## src/rtl/tmr_shift_register_scrub.sv

```systemverilog
// -----------------------------------------------------------------------------
// tmr_shift_register_scrub
//
// Purpose:
//    Triple-modular-redundant multi-mode shift register. Three replicas of the
//    data word are held. The output is a vote over them. Every replica computes
//    its next state from the voted word, so any replica that disagrees with the
//    vote is corrected at the next edge, whether or not enable is high. Each
//    replica has a saturating mismatch counter, a sticky fault flag and a
//    retirement flag. A retired replica is still scrubbed and counted, but it
//    no longer takes part in the vote. A fault-injection port can flip bits in
//    one chosen replica.
//
// Ports:
//    clk            in   rising-edge clock
//    rst            in   asynchronous reset, active-low
//    enable         in   functional update enable
//    mode           in   00 SISO right, 01 SISO left, 10 PISO, 11 PIPO
//    load           in   parallel load (modes 10/11)
//    serial_in      in   serial data in
//    parallel_in    in   parallel data in
//    clear_faults   in   synchronous clear of counters, sticky and failed flags
//    inject_en      in   flip inject_mask bits in replica inject_sel this edge
//    inject_sel     in   replica 0..2; 3 selects no replica
//    inject_mask    in   bits to flip
//    parallel_out   out  voted word
//    serial_out     out  voted serial bit
//    fault_vec      out  replica i differs from the voted word (combinational)
//    fault_sticky   out  replica i mismatched since the last clear
//    replica_failed out  replica i retired since the last clear
//    fault_cnt      out  replica i mismatch count at [i*FAULT_CNT_W +: FAULT_CNT_W]
//    uncorrectable  out  healthy replicas cannot form a majority
// -----------------------------------------------------------------------------
module tmr_shift_register_scrub #(
   parameter int WIDTH        = 8,
   parameter int FAULT_CNT_W  = 4,
   parameter int FAULT_THRESH = 3
) (
   input  logic                     clk,
   input  logic                     rst,
   input  logic                     enable,
   input  logic [1:0]               mode,
   input  logic                     load,
   input  logic                     serial_in,
   input  logic [WIDTH-1:0]         parallel_in,
   input  logic                     clear_faults,
   input  logic                     inject_en,
   input  logic [1:0]               inject_sel,
   input  logic [WIDTH-1:0]         inject_mask,
   output logic [WIDTH-1:0]         parallel_out,
   output logic                     serial_out,
   output logic [2:0]               fault_vec,
   output logic [2:0]               fault_sticky,
   output logic [2:0]               replica_failed,
   output logic [3*FAULT_CNT_W-1:0] fault_cnt,
   output logic                     uncorrectable
);

   localparam logic [FAULT_CNT_W-1:0] CNT_MAX  = '1;
   localparam logic [FAULT_CNT_W-1:0] THRESH_C = FAULT_CNT_W'(FAULT_THRESH);

   logic [WIDTH-1:0]       rep_reg    [3];
   logic [WIDTH-1:0]       rep_next   [3];
   logic [FAULT_CNT_W-1:0] cnt_reg    [3];
   logic [FAULT_CNT_W-1:0] cnt_next   [3];
   logic [2:0]             sticky_reg;
   logic [2:0]             sticky_next;
   logic [2:0]             failed_reg;
   logic [2:0]             failed_next;

   logic [WIDTH-1:0]       majority;
   logic [WIDTH-1:0]       voted;
   logic [WIDTH-1:0]       base_next;

   // ---------------------------------------------------------------- vote
   assign majority = (rep_reg[0] & rep_reg[1]) |
                     (rep_reg[0] & rep_reg[2]) |
                     (rep_reg[1] & rep_reg[2]);

   // Once any replica is retired a bitwise majority is no longer meaningful,
   // so the lowest-index healthy replica is trusted instead. With nothing
   // healthy left, R0 is used as the least-bad choice.
   always_comb begin
      voted = majority;
      if (failed_reg != 3'b000) begin
         if (!failed_reg[0])      voted = rep_reg[0];
         else if (!failed_reg[1]) voted = rep_reg[1];
         else if (!failed_reg[2]) voted = rep_reg[2];
         else                     voted = rep_reg[0];
      end
   end

   // With one retired replica the remaining pair must agree; with two or more
   // retired there is no redundancy left at all.
   always_comb begin
      uncorrectable = 1'b0;
      case (failed_reg)
         3'b000:  uncorrectable = 1'b0;
         3'b001:  uncorrectable = (rep_reg[1] != rep_reg[2]);
         3'b010:  uncorrectable = (rep_reg[0] != rep_reg[2]);
         3'b100:  uncorrectable = (rep_reg[0] != rep_reg[1]);
         default: uncorrectable = 1'b1;
      endcase
   end

   assign parallel_out = voted;
   assign serial_out   = mode[0] ? voted[WIDTH-1] : voted[0];

   // ---------------------------------------------------------------- next word
   // All replicas start from the voted word. This is what scrubs a bad replica,
   // including when enable is low (the replicas simply reload the vote).
   always_comb begin
      base_next = voted;
      if (enable) begin
         case (mode)
            2'b00:   base_next = {serial_in, voted[WIDTH-1:1]};
            2'b01:   base_next = {voted[WIDTH-2:0], serial_in};
            2'b10:   base_next = load ? parallel_in : {1'b0, voted[WIDTH-1:1]};
            default: base_next = load ? parallel_in : voted;
         endcase
      end
   end

   // ---------------------------------------------------------------- per replica
   generate
      for (genvar gi = 0; gi < 3; gi++) begin : g_rep
         logic [FAULT_CNT_W-1:0] cnt_inc;
         logic                   inj_hit;

         assign inj_hit       = inject_en && (inject_sel == 2'(gi));
         assign rep_next[gi]  = base_next ^ (inj_hit ? inject_mask : '0);
         assign fault_vec[gi] = (rep_reg[gi] != voted);
         assign cnt_inc       = (cnt_reg[gi] == CNT_MAX) ? cnt_reg[gi]
                                                         : cnt_reg[gi] + 1'b1;

         // Clear takes priority over a mismatch seen on the same edge.
         always_comb begin
            cnt_next[gi]    = cnt_reg[gi];
            sticky_next[gi] = sticky_reg[gi];
            failed_next[gi] = failed_reg[gi];
            if (clear_faults) begin
               cnt_next[gi]    = '0;
               sticky_next[gi] = 1'b0;
               failed_next[gi] = 1'b0;
            end else if (fault_vec[gi]) begin
               cnt_next[gi]    = cnt_inc;
               sticky_next[gi] = 1'b1;
               if (cnt_inc >= THRESH_C) failed_next[gi] = 1'b1;
            end
         end

         assign fault_cnt[gi*FAULT_CNT_W +: FAULT_CNT_W] = cnt_reg[gi];
      end
   endgenerate

   // ---------------------------------------------------------------- state
   always_ff @(posedge clk or negedge rst) begin
      if (!rst) begin
         for (int i = 0; i < 3; i++) begin
            rep_reg[i] <= '0;
            cnt_reg[i] <= '0;
         end
         sticky_reg <= '0;
         failed_reg <= '0;
      end else begin
         for (int i = 0; i < 3; i++) begin
            rep_reg[i] <= rep_next[i];
            cnt_reg[i] <= cnt_next[i];
         end
         sticky_reg <= sticky_next;
         failed_reg <= failed_next;
      end
   end

   assign fault_sticky   = sticky_reg;
   assign replica_failed = failed_reg;

endmodule

```

## config.mk

```make
export PLATFORM = sky130hd
export DESIGN_NAME = tmr_shift_register_scrub
export DESIGN_NICKNAME = d
export VERILOG_FILES = /design/src/rtl/tmr_shift_register_scrub.sv
export SDC_FILE = /design/constraint.sdc
export NUM_CORES = 1
export LEC_CHECK = 0
export BUFFER_PORTS_ARGS = -buffer_cell sky130_fd_sc_hd__buf_2
export CORE_ASPECT_RATIO = 0.7
export CORE_MARGIN = 1.5
export CORE_UTILIZATION = 30
export DETAILED_ROUTE_END_ITERATION = 8
export PLACE_DENSITY = 0.44
export SKIP_LAST_GASP = 1
export SLEW_MARGIN = 20
export SYNTH_ARGS = -nofsm -noshare
export SYNTH_HDL_FRONTEND = slang
export SYNTH_SLANG_ARGS = --single-unit
export TNS_END_PERCENT = 10
```

## constraint.sdc

```tcl
create_clock -name clk -period 3.5 [get_ports clk]
set_input_delay 0.7 -clock clk [delete_from_list [all_inputs] [get_ports clk]]
set_output_delay 0.7 -clock clk [all_outputs]
set_load 0.1 [all_outputs]
```

* Word level (Yosys, flattened, before mapping) *
Index checks and enable logic that the tools add are counted.

word-level totals
  input port bits = 27
  output and inout port bits = 31
  register bits = 42
  logic and storage cells = 95

operators by class
  mux-type cells = 37
  eq/ne operators = 16
  add/subtract/negate cells = 3
  reductions and logical operators = 16
  magnitude comparators = 3
  bitwise logic cells = 8

operator list
  cell                                                                                 number
  8-bit 2-to-1 mux                                                                     10
  8-bit inequality test                                                                6
  4-bit 2-to-1 mux                                                                     9
  8-bit bitwise AND                                                                    3
  8-bit case mux with 3 select lines                                                   1
  8-bit XOR                                                                            3
  1-bit 2-to-1 mux                                                                     16
  8-bit bitwise OR                                                                     2
  4-bit by 1-bit adder with 4-bit output, second input constant                        3
  4-bit == test, second input constant                                                 3
  4-bit by 2-bit greater-or-equal comparator with 1-bit output, second input constant  3
  2-bit nonzero test                                                                   6
  2-bit AND reduction                                                                  3
  2-bit by 1-bit == test with 1-bit output, second input constant                      2
  2-bit == test, second input constant                                                 2
  2-bit zero test                                                                      2
  1-bit case mux with 4 select lines                                                   1
  3-bit by 1-bit == test with 1-bit output, second input constant                      1
  3-bit by 2-bit == test with 1-bit output, second input constant                      1
  3-bit == test, second input constant                                                 1
  1-bit logical AND                                                                    3
  3-bit zero test                                                                      1
  3-bit nonzero test                                                                   1

* Logic depth before layout (Yosys ltp) *
Gate-level depths: netlist (run 1).

  depth in word-level cells = 8
  mapped depth = 11
  gate-level depth less buffers = 9

* Worst setup path after synthesis (run 1) *
OpenSTA, ideal clock, no wires.

  path kind = reg2out
  from = register failed_reg[2], in the netlist replica_failed[2]
  to = output uncorrectable
  arrival = 4.080 ns
  required time = 2.800 ns
  slack = -1.280 ns
  stages on the path, launching flop included = 11
  path buffers = 4
  cells stage by stage = dfrtp_1 > buf_6 > buf_2 > buf_4 > nor3b_1 > buf_2 > mux2i_1 > xnor2_1 > nor4_1 > a41o_1 > a32oi_1

on the way
  word-level cells in the longest chain between the ends = 2
  elaborated cells between the ends (all ways) = 5
  classes of those cells = 3 x eq/ne; 1 x mux; 1 x reduce/logical

RTL lines
  item                                   line  source
  start, declared                        68    logic [2:0] failed_reg;
  start signal, assigned                 171   failed_reg <= failed_next;
  3-bit == test (tied with other cells)  97    case (failed_reg)
  1-bit case mux with 4 select lines *   97
  end, declared                          56    output logic uncorrectable

Mark *: on every way between the ends. The rest lies on a longest branch, timed or not.

* Worst setup path in the final report (run 1) *
  from = register failed_reg[0], in the netlist replica_failed[0]
  to = output fault_vec[2]

on the way
  word-level cells in the longest chain between the ends = 3
  elaborated cells between the ends (all ways) = 4
  classes of those cells = 1 x eq/ne; 2 x mux; 1 x reduce/logical

RTL lines
  item                                                    line    source
  3-bit nonzero test or 8-bit 2-to-1 mux (tied branches)  85, 86
  8-bit 2-to-1 mux *                                      85      if (failed_reg != 3'b000) begin
  8-bit inequality test *                                 132     assign fault_vec[gi] = (rep_reg[gi] != voted);
  end, declared                                           52      output logic [2:0] fault_vec,

Marked as above.

==> qor.yml, run 1 <==
run_status:
  status: "completed"
critical_path:
  cp_slowest_stage_delay_ps: 600
  cp_slowest_cell: "or4_4"
  timing.rr.start: "replica_failed[0]"
  path_cells: "or3_4 -> buf_4 -> o32ai_4 -> nor3_1 -> nand4b_1 -> or4_4 -> buf_6"
  cp-startpoint: "replica_failed[0]"
  critPathMaxFanout: 9
  end_kind: "primary output"
  critical_path.startpoint_type: "register"
  worst_ep_arrival_time_ps: 2770
  critPathKind: "register to primary output"
  cp.required_ps: 2800
  path_delay_family: "simple AND/OR/NAND/NOR gates"
  critical_path_buf_inv_count: 2
final_layout:
  fill_cells: 1224
  drive_above_1_share: 0.271
  regArea_um2: 1060
  nets: 536
  area_growth_syn_to_layout_pct: 24.3
  multi_input_area_um2: 2530
  largest_reg_flops: 24
  diodes: 0
  fin_cells: 656
placement:
  dp.cells: 643
  place.gp.congestion: 0.814
  port_buffers: 57
  dp_slack_ps: 158
  dp_hpwl_um: 8880
detailed_routing:
  detail-route-antenna-nets: 0
  drc_errors: 0
  vias: 3397
  drt_iter0_drc: 233
  routed_wl_um: 11200
  wire_per_inst_um: 17.1
  drtPass1Iterations: 4
  avgViaCountPerCell: 5.18
clock_tree:
  cts-root-buf: "clkbuf_16"
  clk_pin_slew_ps: 60
  cts-buffers-inserted: 5
  clock_latency_ps: 280
  h-tree-depth: 2
  tritoncts: "done"
  clockBufferDepth: 2
  cts_sinks: 42
synthesis:
  syn_inst: 430
  ys_warn_count: 0
  post-synth-top-count-cell: "nand2_1"
  synth_top_cell_area_share: 0.285
  ys_seq_area_frac: 0.285
  synth-edff-count: 0
  yosys.area.top_type: "dfrtp_1"
  synth_compound_gate_area_share: 0.235
  synth_simple_gate_area_share: 0.252
  avgSynthCellArea_um2: 8.57
  synth_ff_type: "dfrtp_1"
  synth_xor_xnor_area_share: 0.0927
  synthAdderAreaFrac: 0.0373
  synth_area_leaders: "dfrtp_1 29%, xnor2_1 6.2%, nand2_1 5.6%"
  synthTopCellsByCount: "55 x nand2_1, 42 x dfrtp_1, 28 x o21ai_0"
  async_reset_ff_frac: 1.00
  synth_nets: 468
  ys_seq_elements: 42
  synthesis.area_um2: 3690
  synth_cell_types: 71
  synth_mux_area_frac: 0.0401
  synth_top_family_by_area: "simple AND/OR/NAND/NOR gates"
floorplan:
  rows: 33
  ios: 58
  dieArea_um2: 13000
  die_x_um: 135
  start_util: 0.311
  core_area_um2: 11900
  fp.dieH_um: 95.7
timing:
  final-setup-viol-count: 0
  hold_viol: 0
  fin_crit_sh: 0.990
  hold-worst-slack_ps: 458
  relSlewSlack: 0.477
  fmax_ghz: 0.289
  layout_setup_ws_ps: 34.7
  rsz0062_at_grt: "yes"
  period_needed_ps: 3470
  maxSlewViolCount: 0
  final.setup_skew_ps: 10.2
  tightest_slew_ps: 781
grt:
  overflow: 0
  grt_pass1_vias: 3069
  grt_pass1_wl_um: 17500
  grt_max_degree: 29
  grt_use_total: 0.178
  grt_antenna_before_repair: 0
hold_path:
  hp-class: "input pin to async pin"
run:
  maxCapViolations: 0
-- area by class of cell --
| type | instances | share of cell area |
|---|---|---|
| multi-input combinational | 345 | 0.553 |
| sequential | 42 | 0.231 |
| timing repair buffer | 85 | 0.120 |
| tap | 157 | 0.0429 |
| clock buffer | 7 | 0.0290 |
| inverter | 19 | 0.0172 |
| clock inverter | 1 | 0.00656 |
-- cell families (layout without fill, tap and decap cells) --
logic type / count (synthesis) / count (layout)
simple gates: 168 / 168
compound gates: 113 / 113
flops: 42 / 42
buf+inv: 43 / 112
mux: 14 / 14
fa+ha+maj: 11 / 11
xor+xnor: 39 / 39
-- routing by layer --
metal	wire length, um	part of all wire	up-vias	global-route usage
met5	0	0	-	0
met4	26	0.0023	0	0.0287
met3	586	0.052	2	0.0311
met2	4500	0.40	81	0.246
met1	6100	0.54	1598	0.285
li1	-	-	1716	-
-- through the flow --
stage / TNS, ps / cell area (um^2) / util
finish: 0 / 4580 / 0.387
global route: -58.2 / 4580 / 0.387
CTS: -78.3 / 4470 / 0.377
detailed placement: 0 / 4280 / 0.361
global placement: 0 / 4280 / 0.361
floorplan: -648 / 3730 / -
-- worst register-to-register path, delay by kind of cell (launching register included) --
kind	cells	cell delay (ps)
simple gates	3	1000
flops	1	480
compound gates	2	460
buf+inv	3	390
mux	1	320
xor+xnor	1	160
-- path summary, 6_finish.rpt --
| check | end | slack (ps) | depth (start not counted) |
|---|---|---|---|
| max in group asynchronous | rep_reg[11] | 2360 | 2 |
| hold / removal | rep_reg[15] | 460 | 1 |
| setup / recovery | fault_vec[2] | 30 | 7 |
| hold reg to reg | fault_sticky[2] | 490 | 2 |
| setup reg to reg | fault_cnt[4] | 580 | 10 |
| min in group clk | fault_sticky[2] | 490 | 2 |
-- timing repair --
item | 4_1_cts | 5_1_grt
pin swaps | 0 | 2
endpoints found under the setup margin | 4 | 4
resized for setup | 5 | 15
hold buffers | 0 | 0
buffers inserted | 0 | 5
-- layout by cell type (no fill, tap or decap), types with 7 or more instances in the layout --
master | Yosys | routed
buf_2 | 5 | 54
nand2_1 | 55 | 53
dfrtp_1 | 42 | 39
o21ai_0 | 28 | 27
xnor2_1 | 26 | 25
buf_4 | 6 | 25
nor2_1 | 20 | 20
a21oi_1 | 18 | 18
inv_1 | 19 | 17
nand3_1 | 14 | 14
xor2_1 | 13 | 13
nor3_1 | 11 | 11
ha_1 | 11 | 11
mux2i_1 | 11 | 10
o21a_1 | 8 | 8
nand4_1 | 7 | 7
Power of run 1 is left out: the tool's default activity adds up to more than one toggle a clock period on the data nets, which glitch-free logic cannot reach.
==> run 2, diff against run 1 <==
CORE_UTILIZATION = 58   (was 30)
PLACE_DENSITY = 0.77   (was 0.44)
clock period = 3.65 ns   (was 3.5 ns; I/O delays follow)
==> qor.yml, run 2 (synthesis results as in run 1) <==
floorplan:
  die_x_um: 98.3  # -27%
  fp.dieH_um: 69.7  # -27%
  start_util: 0.596  # +0.285
  rows: 24  # -27%
  core_area_um2: 6190  # -48%
  dieArea_um2: 6850  # -47%
  ios: 58  # unchanged
grt:
  grt_max_degree: 43  # +48%
  grt_pass1_wl_um: 16300  # -6.7%
  grt_use_total: 0.297  # +0.119
  overflow: 0  # unchanged
  grt_antenna_before_repair: 0  # unchanged
  grt_pass1_vias: 3205  # +4.4%
detailed_routing:
  routed_wl_um: 9770  # -13%
  drt_iter0_drc: 263  # +13%
  drc_errors: 0  # unchanged
  wire_per_inst_um: 17.4  # +1.7%
  vias: 3528  # +3.9%
  drtPass1Iterations: 5  # +1
  detail-route-antenna-nets: 0  # unchanged
  avgViaCountPerCell: 6.28  # +21%
timing:
  tightest_slew_ps: 928  # +146 ps
  fin_crit_sh: 0.968
  final-setup-viol-count: 0  # unchanged
  final.setup_skew_ps: 6.43  # -3.75 ps
  period_needed_ps: 3530
  rsz0062_at_grt: "yes"
  fmax_ghz: 0.283
  relSlewSlack: 0.382  # -0.0957
  maxSlewViolCount: 0  # unchanged
  hold_viol: 0  # unchanged
final_layout:
  nets: 521  # -2.8%
  multi_input_area_um2: 2500  # -1.4%
  area_growth_syn_to_layout_pct: 14.9
  largest_reg_flops: 24  # unchanged
  fin_util: 0.685  # +0.298
  diodes: 0  # unchanged
  fill_cells: 510  # -58%
  drive_above_1_share: 0.242  # -0.0288
  final_common_cell: "buf_2"
  layout.cells.most_common_list: "54 x buf_2, 53 x nand2_1, 39 x dfrtp_1"
  regArea_um2: 1050  # -0.24%
run:
  maxCapViolations: 0  # unchanged
hold_path:
  hp-class: "register to register"
critical_path:
  cp.required_ps: 2920  # +120 ps
  critPathMaxFanout: 14  # +5
  critPathKind: "register to primary output"
  end_kind: "primary output"
  worst_ep_arrival_time_ps: 2800  # +30 ps
  critical_path.startpoint_type: "register"
placement:
  place.gp.congestion: 0.931  # +14%
  dp_hpwl_um: 7430  # -16%
  port_buffers: 57  # unchanged
clock_tree:
  clock_latency_ps: 300  # +20 ps
  clk_pin_slew_ps: 100  # +40 ps
  cts-root-buf: "clkbuf_8"
  tritoncts: "done"
  h-tree-depth: 2  # unchanged
  clockBufferDepth: 2  # unchanged
  cts_sinks: 42  # unchanged
  cts-buffers-inserted: 5  # unchanged
run_status:
  status: "completed"
==> run 2: area by class of cell <==
| cell class | count | share of cell area |
|---|---|---|
| clock inverter | 3 | 0.00561 |
| timing repair buffer | 70 | 0.0981 |
| sequential | 42 | 0.249 |
| multi-input combinational | 345 | 0.589 |
| inverter | 19 | 0.0186 |
| clock buffer | 5 | 0.0162 |
| tap | 78 | 0.0230 |
==> run 2: worst max-delay path, cell delays in order (launching register included) <==
cell and delay (ps):
dfrtp_2 480, buf_4 210, or2_1 320, a32o_1 300, o21ai_0 170, nand4b_1 140, or4_4 610, buf_4 270
==> run 2: repair_timing <==
action / in CTS / in global routing
pin swaps: 0 / 2
resized for setup: 1 / 13
endpoints found under the setup margin: 1 / 3
hold buffers: 0 / 0
cloned: 0 / 0
buffers inserted: 0 / 2
==> run 2: path summary, 6_finish.rpt <==
path                                    from           endpoint  slack (ps)  cells after the start
setup / recovery           replica_failed[2]       fault_vec[2]         120                      7
hold / removal               fault_sticky[1]    fault_sticky[1]         510                      1
setup reg to reg           replica_failed[0]       fault_cnt[4]         810                      9
hold reg to reg              fault_sticky[1]    fault_sticky[1]         510                      1
max in group asynchronous                rst  replica_failed[0]        2470                      1
min in group asynchronous                rst      fault_cnt[11]         550                      1
==> run 2: through the flow <==
stage | setup TNS (ps) | setup slack, ps | cells | area (um^2) | hold slack, ps
finish | 0 | 116 | 562 | 4240 | 507
global route | -7.23 | -7.23 | 562 | 4240 | 549
CTS | 0 | 11.2 | 560 | 4170 | 505
detailed placement | 0 | 318 | 552 | 4070 | 474
global placement | 0 | 349 | 552 | 4070 | 479
floorplan | -415 | -273 | 430 | 3720 | 434
==> run 2: metal layers <==
metal / GRT usage / part of all wire
met1: 0.484 / 0.50
met2: 0.409 / 0.41
met3: 0.0534 / 0.081
met4: 0.0516 / 0.0075
met5: 0 / 0
Power of run 2 is left out for the same reason.
